**src/rtl/tf_phase_scheduler.sv**
```systemverilog
// Demand-actuated phase scheduler for the T-intersection: main road rests green,
// turn and side phases are served on latched demand, emergency returns traffic to main green.
module tf_phase_scheduler #(
  parameter int unsigned TICK_DIV = 100_000_000,
  parameter int unsigned T_MAIN_G = 30,
  parameter int unsigned T_TURN_G = 30,
  parameter int unsigned T_SIDE_G = 20,
  parameter int unsigned T_YEL    = 4,
  parameter int unsigned T_ALLRED = 1
) (
  input  logic       clk,
  input  logic       rst_n,
  input  logic       req_turn,
  input  logic       req_side,
  input  logic       emerg,
  output logic [2:0] led_M1,
  output logic [2:0] led_M2,
  output logic [2:0] led_MT,
  output logic [2:0] led_S,
  output logic [2:0] phase,
  output logic       turn_pend,
  output logic       side_pend
);

  localparam int unsigned PW = (TICK_DIV > 1) ? $clog2(TICK_DIV) : 1;
  localparam logic [PW-1:0] PRESC_LAST = PW'(TICK_DIV - 1);
  localparam logic [7:0] LAST_MAIN   = 8'(T_MAIN_G - 1);
  localparam logic [7:0] LAST_TURN   = 8'(T_TURN_G - 1);
  localparam logic [7:0] LAST_SIDE   = 8'(T_SIDE_G - 1);
  localparam logic [7:0] LAST_YEL    = 8'(T_YEL - 1);
  localparam logic [7:0] LAST_ALLRED = 8'(T_ALLRED - 1);

  localparam logic [2:0] RED = 3'b100;
  localparam logic [2:0] YEL = 3'b010;
  localparam logic [2:0] GRN = 3'b001;

  typedef enum logic [2:0] {
    MAIN_G = 3'd0,
    M2_Y   = 3'd1,
    TURN_G = 3'd2,
    TURN_Y = 3'd3,
    SIDE_G = 3'd4,
    SIDE_Y = 3'd5,
    MAIN_Y = 3'd6,
    ALL_R  = 3'd7
  } state_e;

  typedef enum logic {
    TGT_MAIN = 1'b0,
    TGT_SIDE = 1'b1
  } target_e;

  state_e        state_q, state_d;
  target_e       target_q, target_d;
  logic [PW-1:0] presc_q, presc_d;
  logic [7:0]    tcnt_q, tcnt_d;
  logic          turn_pend_q, turn_pend_d;
  logic          side_pend_q, side_pend_d;
  logic [11:0]   leds_q, leds_d;
  logic          tick;
  logic          changing;

  // Head encodings per state, packed as {M1, M2, MT, S}.
  function automatic logic [11:0] decode(input state_e s);
    case (s)
      MAIN_G:  decode = {GRN, GRN, RED, RED};
      M2_Y:    decode = {GRN, YEL, RED, RED};
      TURN_G:  decode = {GRN, RED, GRN, RED};
      TURN_Y:  decode = {YEL, RED, YEL, RED};
      SIDE_G:  decode = {RED, RED, RED, GRN};
      SIDE_Y:  decode = {RED, RED, RED, YEL};
      MAIN_Y:  decode = {YEL, YEL, RED, RED};
      default: decode = {RED, RED, RED, RED};
    endcase
  endfunction

  assign tick = (presc_q == PRESC_LAST);

  always_comb begin
    state_d  = state_q;
    target_d = target_q;
    case (state_q)
      MAIN_G: begin
        if (tick && (tcnt_q >= LAST_MAIN) && !emerg) begin
          if (turn_pend_q)      state_d = M2_Y;
          else if (side_pend_q) state_d = MAIN_Y;
        end
      end
      M2_Y:   if (tick && tcnt_q == LAST_YEL) state_d = TURN_G;
      TURN_G: if (emerg || (tick && tcnt_q == LAST_TURN)) state_d = TURN_Y;
      TURN_Y: begin
        if (tick && tcnt_q == LAST_YEL) begin
          state_d  = ALL_R;
          target_d = (side_pend_q && !emerg) ? TGT_SIDE : TGT_MAIN;
        end
      end
      SIDE_G: if (emerg || (tick && tcnt_q == LAST_SIDE)) state_d = SIDE_Y;
      SIDE_Y: begin
        if (tick && tcnt_q == LAST_YEL) begin
          state_d  = ALL_R;
          target_d = TGT_MAIN;
        end
      end
      MAIN_Y: begin
        if (tick && tcnt_q == LAST_YEL) begin
          state_d  = ALL_R;
          target_d = TGT_SIDE;
        end
      end
      ALL_R: begin
        if (tick && tcnt_q == LAST_ALLRED)
          state_d = (target_q == TGT_SIDE && !emerg) ? SIDE_G : MAIN_G;
      end
      default: state_d = ALL_R;
    endcase
  end

  // Timing restarts on every state change so each phase lasts a whole number of ticks.
  always_comb begin
    changing = (state_d != state_q);
    presc_d  = (changing || tick) ? '0 : presc_q + PW'(1);
    tcnt_d   = tcnt_q;
    if (changing)                    tcnt_d = '0;
    else if (tick && tcnt_q != 8'hFF) tcnt_d = tcnt_q + 8'd1;
  end

  // Entering a green clears its own demand, taking priority over a request in that cycle.
  always_comb begin
    turn_pend_d = turn_pend_q;
    side_pend_d = side_pend_q;
    if (state_d == TURN_G && state_q != TURN_G)  turn_pend_d = 1'b0;
    else if (req_turn && state_q != TURN_G)      turn_pend_d = 1'b1;
    if (state_d == SIDE_G && state_q != SIDE_G)  side_pend_d = 1'b0;
    else if (req_side && state_q != SIDE_G)      side_pend_d = 1'b1;
    leds_d = decode(state_d);
  end

  always_ff @(posedge clk or negedge rst_n) begin
    if (!rst_n) begin
      state_q     <= ALL_R;
      target_q    <= TGT_MAIN;
      presc_q     <= '0;
      tcnt_q      <= '0;
      turn_pend_q <= 1'b0;
      side_pend_q <= 1'b0;
      leds_q      <= {RED, RED, RED, RED};
    end else begin
      state_q     <= state_d;
      target_q    <= target_d;
      presc_q     <= presc_d;
      tcnt_q      <= tcnt_d;
      turn_pend_q <= turn_pend_d;
      side_pend_q <= side_pend_d;
      leds_q      <= leds_d;
    end
  end

  assign led_M1    = leds_q[11:9];
  assign led_M2    = leds_q[8:6];
  assign led_MT    = leds_q[5:3];
  assign led_S     = leds_q[2:0];
  assign phase     = state_q;
  assign turn_pend = turn_pend_q;
  assign side_pend = side_pend_q;

endmodule
```
**config.mk**
```make
export PLATFORM = sky130hd
export DESIGN_NAME = tf_phase_scheduler
export DESIGN_NICKNAME = d
export VERILOG_FILES = /design/src/rtl/tf_phase_scheduler.sv
export SDC_FILE = /design/constraint.sdc
export NUM_CORES = 1
export LEC_CHECK = 0
export ABC_CLOCK_PERIOD_IN_PS = 2400
export CORE_ASPECT_RATIO = 1.25
export CORE_UTILIZATION = 35
export DETAILED_ROUTE_END_ITERATION = 10
export PLACE_DENSITY_LB_ADDON = 0.15
export SLEW_MARGIN = 25
export SYNTH_ARGS = -nofsm -noshare
export SYNTH_HDL_FRONTEND = slang
export SYNTH_SLANG_ARGS = --single-unit
```
**constraint.sdc**
```tcl
create_clock -name clk -period 2.4 [get_ports clk]
set_input_delay 0.24 -clock clk [delete_from_list [all_inputs] [get_ports clk]]
set_output_delay 0.24 -clock clk [all_outputs]
set_load 0.05 [all_outputs]
```
Yosys cells after proc, flatten, opt, wreduce, memory -nomap -nowiden
Cells that the tools add are included.
- register bits after elaboration: 53
- input port bits: 5
- logic and storage cells: 83
- output and inout bits: 17
- equality and inequality tests: 24
- reductions and logical operators: 26
- muxes and demuxes: 23
- add/subtract/negate cells: 2
- order comparisons: 1
- operators with widths (operator ; number):
    $pmux W12 S7 ; 1
    $add A27 B1 Y27 const B ; 1
    $eq A27 B27 Y1 const B ; 1
    $mux W27 ; 1
    $mux W3 ; 9
    $eq A3 B3 Y1 const B ; 7
    $pmux W3 S6 ; 1
    $eq A8 B5 Y1 const B ; 2
    $mux W8 ; 2
    $logic_and A1 B1 Y1 ; 13
    $eq A3 B2 Y1 const B ; 4
    $add A8 B1 Y8 const B ; 1
    $eq A8 B2 Y1 const B ; 1
    $ge A8 B5 Y1 const B ; 1
    $logic_not A8 Y1 ; 1
    $mux W1 ; 8
    $ne A8 B8 Y1 const B ; 1
    $eq A3 B1 Y1 const B ; 2
    $logic_not A3 Y1 ; 2
    $ne A2 B2 Y1 const B ; 3
    $reduce_bool A2 Y1 ; 3
    $reduce_and A4 Y1 ; 1
    $logic_or A1 B1 Y1 ; 3
    $ne A3 B2 Y1 const B ; 1
    other kinds (6) ; 6

Depth between registers and ports, before layout
- depth in word-level cells: 8
- gate-level depth with buffers: 9
- mapped depth without buffers: 9

Worst setup path after synthesis
OpenSTA, ideal clock, no wires.
- path type: reg2reg
- start point: reg state_q[1], in the netlist phase[1]
- end point: reg side_pend_q, in the netlist side_pend
- arrival: 2291 ps
- slack: -17 ps
- period minus slack after synthesis: 2417 ps
- required time: 2274 ps
- buffers on the path: 1
- cell stages (with the launch flop): 9
- setup time: 126 ps
- path through: dfstp_2 > buf_2 > nor3b_1 > and4_1 > o2111a_1 > a211oi_4 > a31o_4 > inv_4 > o32a_1
- elaborated cells on any way between the ends: 24
- classes of those cells: eq/ne: 9; mux: 10; reduce/logical: 5
- RTL lines (what ; RTL line ; source):
    start: declaration ; 53 ; state_e state_q, state_d;
    start signal: assignment ; 148 ; state_q <= state_d;
    $eq A3 B3 Y1 or $eq A3 B2 Y1 (tied branches) ; 82 ; case (state_q)
    $reduce_or A3 Y1 (no line) ; n/a ;
    $pmux W3 S6 (*) ; 82 ;
    net state_d[0] ; 53 ;
    $eq A3 B3 Y1 (*) ; 133 ; if (state_d == SIDE_G && state_q != SIDE_G) side_pend_d = 1'b0;
    $logic_and A1 B1 Y1 (*) ; 133 ;
    $mux W1 or $reduce_bool A2 Y1 (tied branches) ; n/a ;
    end signal: assignment ; 153 ; side_pend_q <= side_pend_d;
    end: declaration ; 58 ; logic side_pend_q, side_pend_d;
Mark *: on every way through the listed nets, which the timed path passes. The rest lies on a longest branch.
A chain may end at the register's enable or synchronous reset.

Worst setup path in the final report
- start point: reg tcnt_q[6]
- end point: reg side_pend_q, in the netlist side_pend
- cells in the longest elaborated chain, start to end: 8
- elaborated cells on any way between the ends: 24
- classes of those cells: order compare: 1; eq/ne: 4; mux: 8; reduce/logical: 11
- ends and longest elaborated chain (what ; RTL line ; source):
    start: declaration ; 56 ; logic [7:0] tcnt_q, tcnt_d;
    start signal: assignment ; 151 ; tcnt_q <= tcnt_d;
    $ge A8 B5 Y1, or another cell as far along ; 84 ; if (tick && (tcnt_q >= LAST_MAIN) && !emerg) begin
    $logic_and A1 B1 Y1, on equally long branches ; 84, 90, 97 ;
    $logic_and A1 B1 Y1, or another cell as far along ; 84 ;
    $mux W3, on equally long branches ; 84, 90, 97 ;
    $pmux W3 S6 (*) ; 82 ;
    net state_d[0] ; 53 ;
    $eq A3 B3 Y1 (*) ; 133 ;
    $logic_and A1 B1 Y1 (*) ; 133 ;
    $mux W1 or $reduce_bool A2 Y1 (tied branches) ; n/a ;
Marks and branches as above.

==> key figures <==
Logic synthesis
  – Syn_area_per_cell: 9.90 sq um
  – Yosys warning total: 0
  – Dominant cell type by area after synthesis: dfrtp_1
  – Ys flop type: dfrtp_1
  – Area contributors post-synth: dfrtp_1, dfstp_2, nor2_1
  – Flops & latches, synth: 53
  – Most numerous cell in the Yosys netlist: dfrtp_1
  – Ys async rst share: 1.00
  – Post-synth top area share: 0.402
  – Synth top cells by count: dfrtp_1, nor2_1, xnor2_1
  – Distinct cells, synth: 49
  – Net Count, Synth: 299
  – Mapped Area: 2860 sq um
  – Post-synthesis cell count: 289
  – EDFF count, synth: 0
  – Post-synthesis sequential area ratio: 0.467

Place
  – RePlAce Congestion: 0.788
  – Dpl cells: 413
  – Area after DPL: 3290 sq um
  – Final HPWL DP: 4550 microns
  – Place WS: 81.3 ps
  – # port buffers: 21

Timing
  – Crit path time final: 2290 ps
  – Fin Setup TNS: 0 ps
  – Count of final setup violators: 0
  – Period utilization: 0.954
  – Final setup skew: 9.92 ps
  – RSZ-0062 raised after global routing: false
  – Max_slew headroom: 0.599
  – Final Slew Violations: 0
  – Number of failing hold endpoints at the final stage: 0
  – Achievable Freq: 437 MHz
  – Fin worst setup slack: 110 ps
  – Worst-Margin Slew: 602 ps

Run status
  – Status: finished clean

Critical path
  – Arrival @ worst endpoint: 2500 ps
  – Worst setup EP type: register
  – Worst path required time: 2610 ps
  – Setup CP Type: reg2reg
  – Crit-path max FO: 8
  – Critical Path Start Type: register

Floorplan
  – I/O pin cnt: 22
  – Die width: 82.9 microns
  – Die H: 103 microns
  – Core region area: 7840 sq um
  – # rows: 36
  – Initial core utilization: 0.365
  – Die area: 8540 sq um

Detailed routing
  – Total Wirelength: 6320 microns
  – Initial DRC Count: 91
  – Number of remaining DRC errors: 0
  – Antenna Nets Post-Route: 0
  – Drt pass-1 iters: 4
  – Per-cell routed wire length: 14.9 microns
  – Vias: 2239
  – Vias per cell: 5.27

Finish
  – Area growth syn-to-layout: 21.9%
  – Ant. Diodes: 0
  – Share of cells above drive strength 1: 0.167
  – Net count, final: 339
  – Design Area, Final: 3490 sq um
  – Finished Layout Cells: 425

Global route
  – Largest net degree at the start of global routing: 30
  – Grt met3 use: 0.0304
  – GRT met1 Usage: 0.194
  – First-pass GRT wire length: 10500 microns
  – Gr usage total: 0.156
  – Grt total ovfl: 0
  – Initial antenna violation count: 0
  – Global routing's busiest layer: met2
  – Grt met2 use: 0.265
  – Vias in the first global route: 2130

Power and ir drop
  – Worst vdd ir: 0.000275 V
  – Static Leak: 0.00152 uW
  – P per Cell Area: 569 nW/um^2

CTS
  – TritonCTS Buffers: 5
  – H-tree depth: 2
  – Worst skew pair latency: 320 ps
  – Clock Tree Buf Depth: 2
  – # clock sinks: 53
  – CTS tree: yes
  – Clock transition at path regs: 100 ps
  – Root Buffer: clkbuf_8

Min path
  – Worst min path class: in2async

Flow run
  – Max-Cap Viols: 0
[routing by layer]
| metal | routed length (microns) | up-vias |
|---|---|---|
| li1 | - | 1100 |
| met1 | 2870 | 1096 |
| met2 | 3190 | 37 |
| met3 | 193 | 6 |
| met4 | 66 | 0 |
| met5 | 0 | - |
[worst max-delay path: stages (launching register included)]
cell and delay, ps:
dfrtp_1 460, nor4_4 320, nand3_1 200, nand4b_4 250, a211oi_4 300, a31o_4 250
inv_4 70, o32a_1 320
[kinds of logic (layout without fill, tap and decap cells)]
family / Yosys count / after routing / synth area share
and+or+nand+nor: 144 / 144 / 0.279
DFF: 53 / 53 / 0.467
AOI/OAI and AO/OA: 32 / 32 / 0.0892
xor gates and xnor gates: 31 / 31 / 0.0949
buffers and inverters: 19 / 60 / 0.0310
adders and majority gates: 5 / 5 / 0.0219
muxes: 5 / 5 / 0.0175
[layout make-up]
type / count / area [sq um]
fill: 801 / 4350
multi-input combinational: 217 / 1470
sequential: 53 / 1340
timing repair buffer: 41 / 383
tap: 95 / 119
clock buffer: 5 / 68.8
clock inverter: 3 / 65.1
inverter: 11 / 43.8
[placed cells by master (no fill, tap or decap), types with 3 or more instances in the layout]
master,count
clkdlybuf4s50_1,20
and3_1,4
dfstp_2,7
o21a_1,4
clkbuf_8,5
xnor2_1,18
inv_1,10
nor2_1,44
mux2i_1,5
and4_1,6
o21ai_0,6
or3_1,5
ha_1,4
nor4_2,3
nand3_1,17
xor2_1,13
nand4_1,14
or2_2,3
a21oi_1,8
buf_4,17
nand2_1,15
dfrtp_1,46
nor3_1,15
[final timing paths]
path                            start    endpoint  slack (ps)  cells after the start
max                         tcnt_q[6]   side_pend         110                      7
min                             rst_n   leds_q[1]         450                      2
max reg2reg                 tcnt_q[6]   side_pend         110                      7
max in group asynchronous       rst_n   leds_q[8]        1310                      3
min in group clk           presc_q[0]  presc_q[0]         490                      1
min reg2reg                presc_q[0]  presc_q[0]         490                      1
[sequential cells by signal (all words and copies together), names as in the netlist]
signal / flops
leds_q: 12
phase: 3
presc_q: 27
side_pend: 1
target_q: 1
tcnt_q: 8
turn_pend: 1
[timing repair]
| action | in CTS | in global routing |
|---|---|---|
| resized for setup | 0 | 7 |
| endpoints found under the hold margin | 20 | 0 |
| setup buffers | 0 | 3 |
| endpoints found under the setup margin | 0 | 15 |
| hold buffers | 1 | 0 |
[stage by stage]
| step | power [uW] | util | hold WS, ps |
|---|---|---|---|
| after global placement | 1280 | 0.419 | 286 |
| final | 1990 | 0.445 | 450 |
| after CTS | 2020 | 0.438 | 464 |
| after global routing | 2100 | 0.445 | 497 |
| after detailed placement | 1280 | 0.419 | 286 |
| after floorplan | 1190 | - | -55.6 |
[power breakdown]
| part | internal (uW) | switching [uW] | leakage [uW] |
|---|---|---|---|
| clock | 414 | 301 | 0.0000681 |
| sequential | 958 | 72.1 | 0.000679 |
| combinational | 103 | 137 | 0.000770 |
| total | 1480 | 511 | 0.00152 |
No activity file was read; power rests on OpenSTA's default activity.
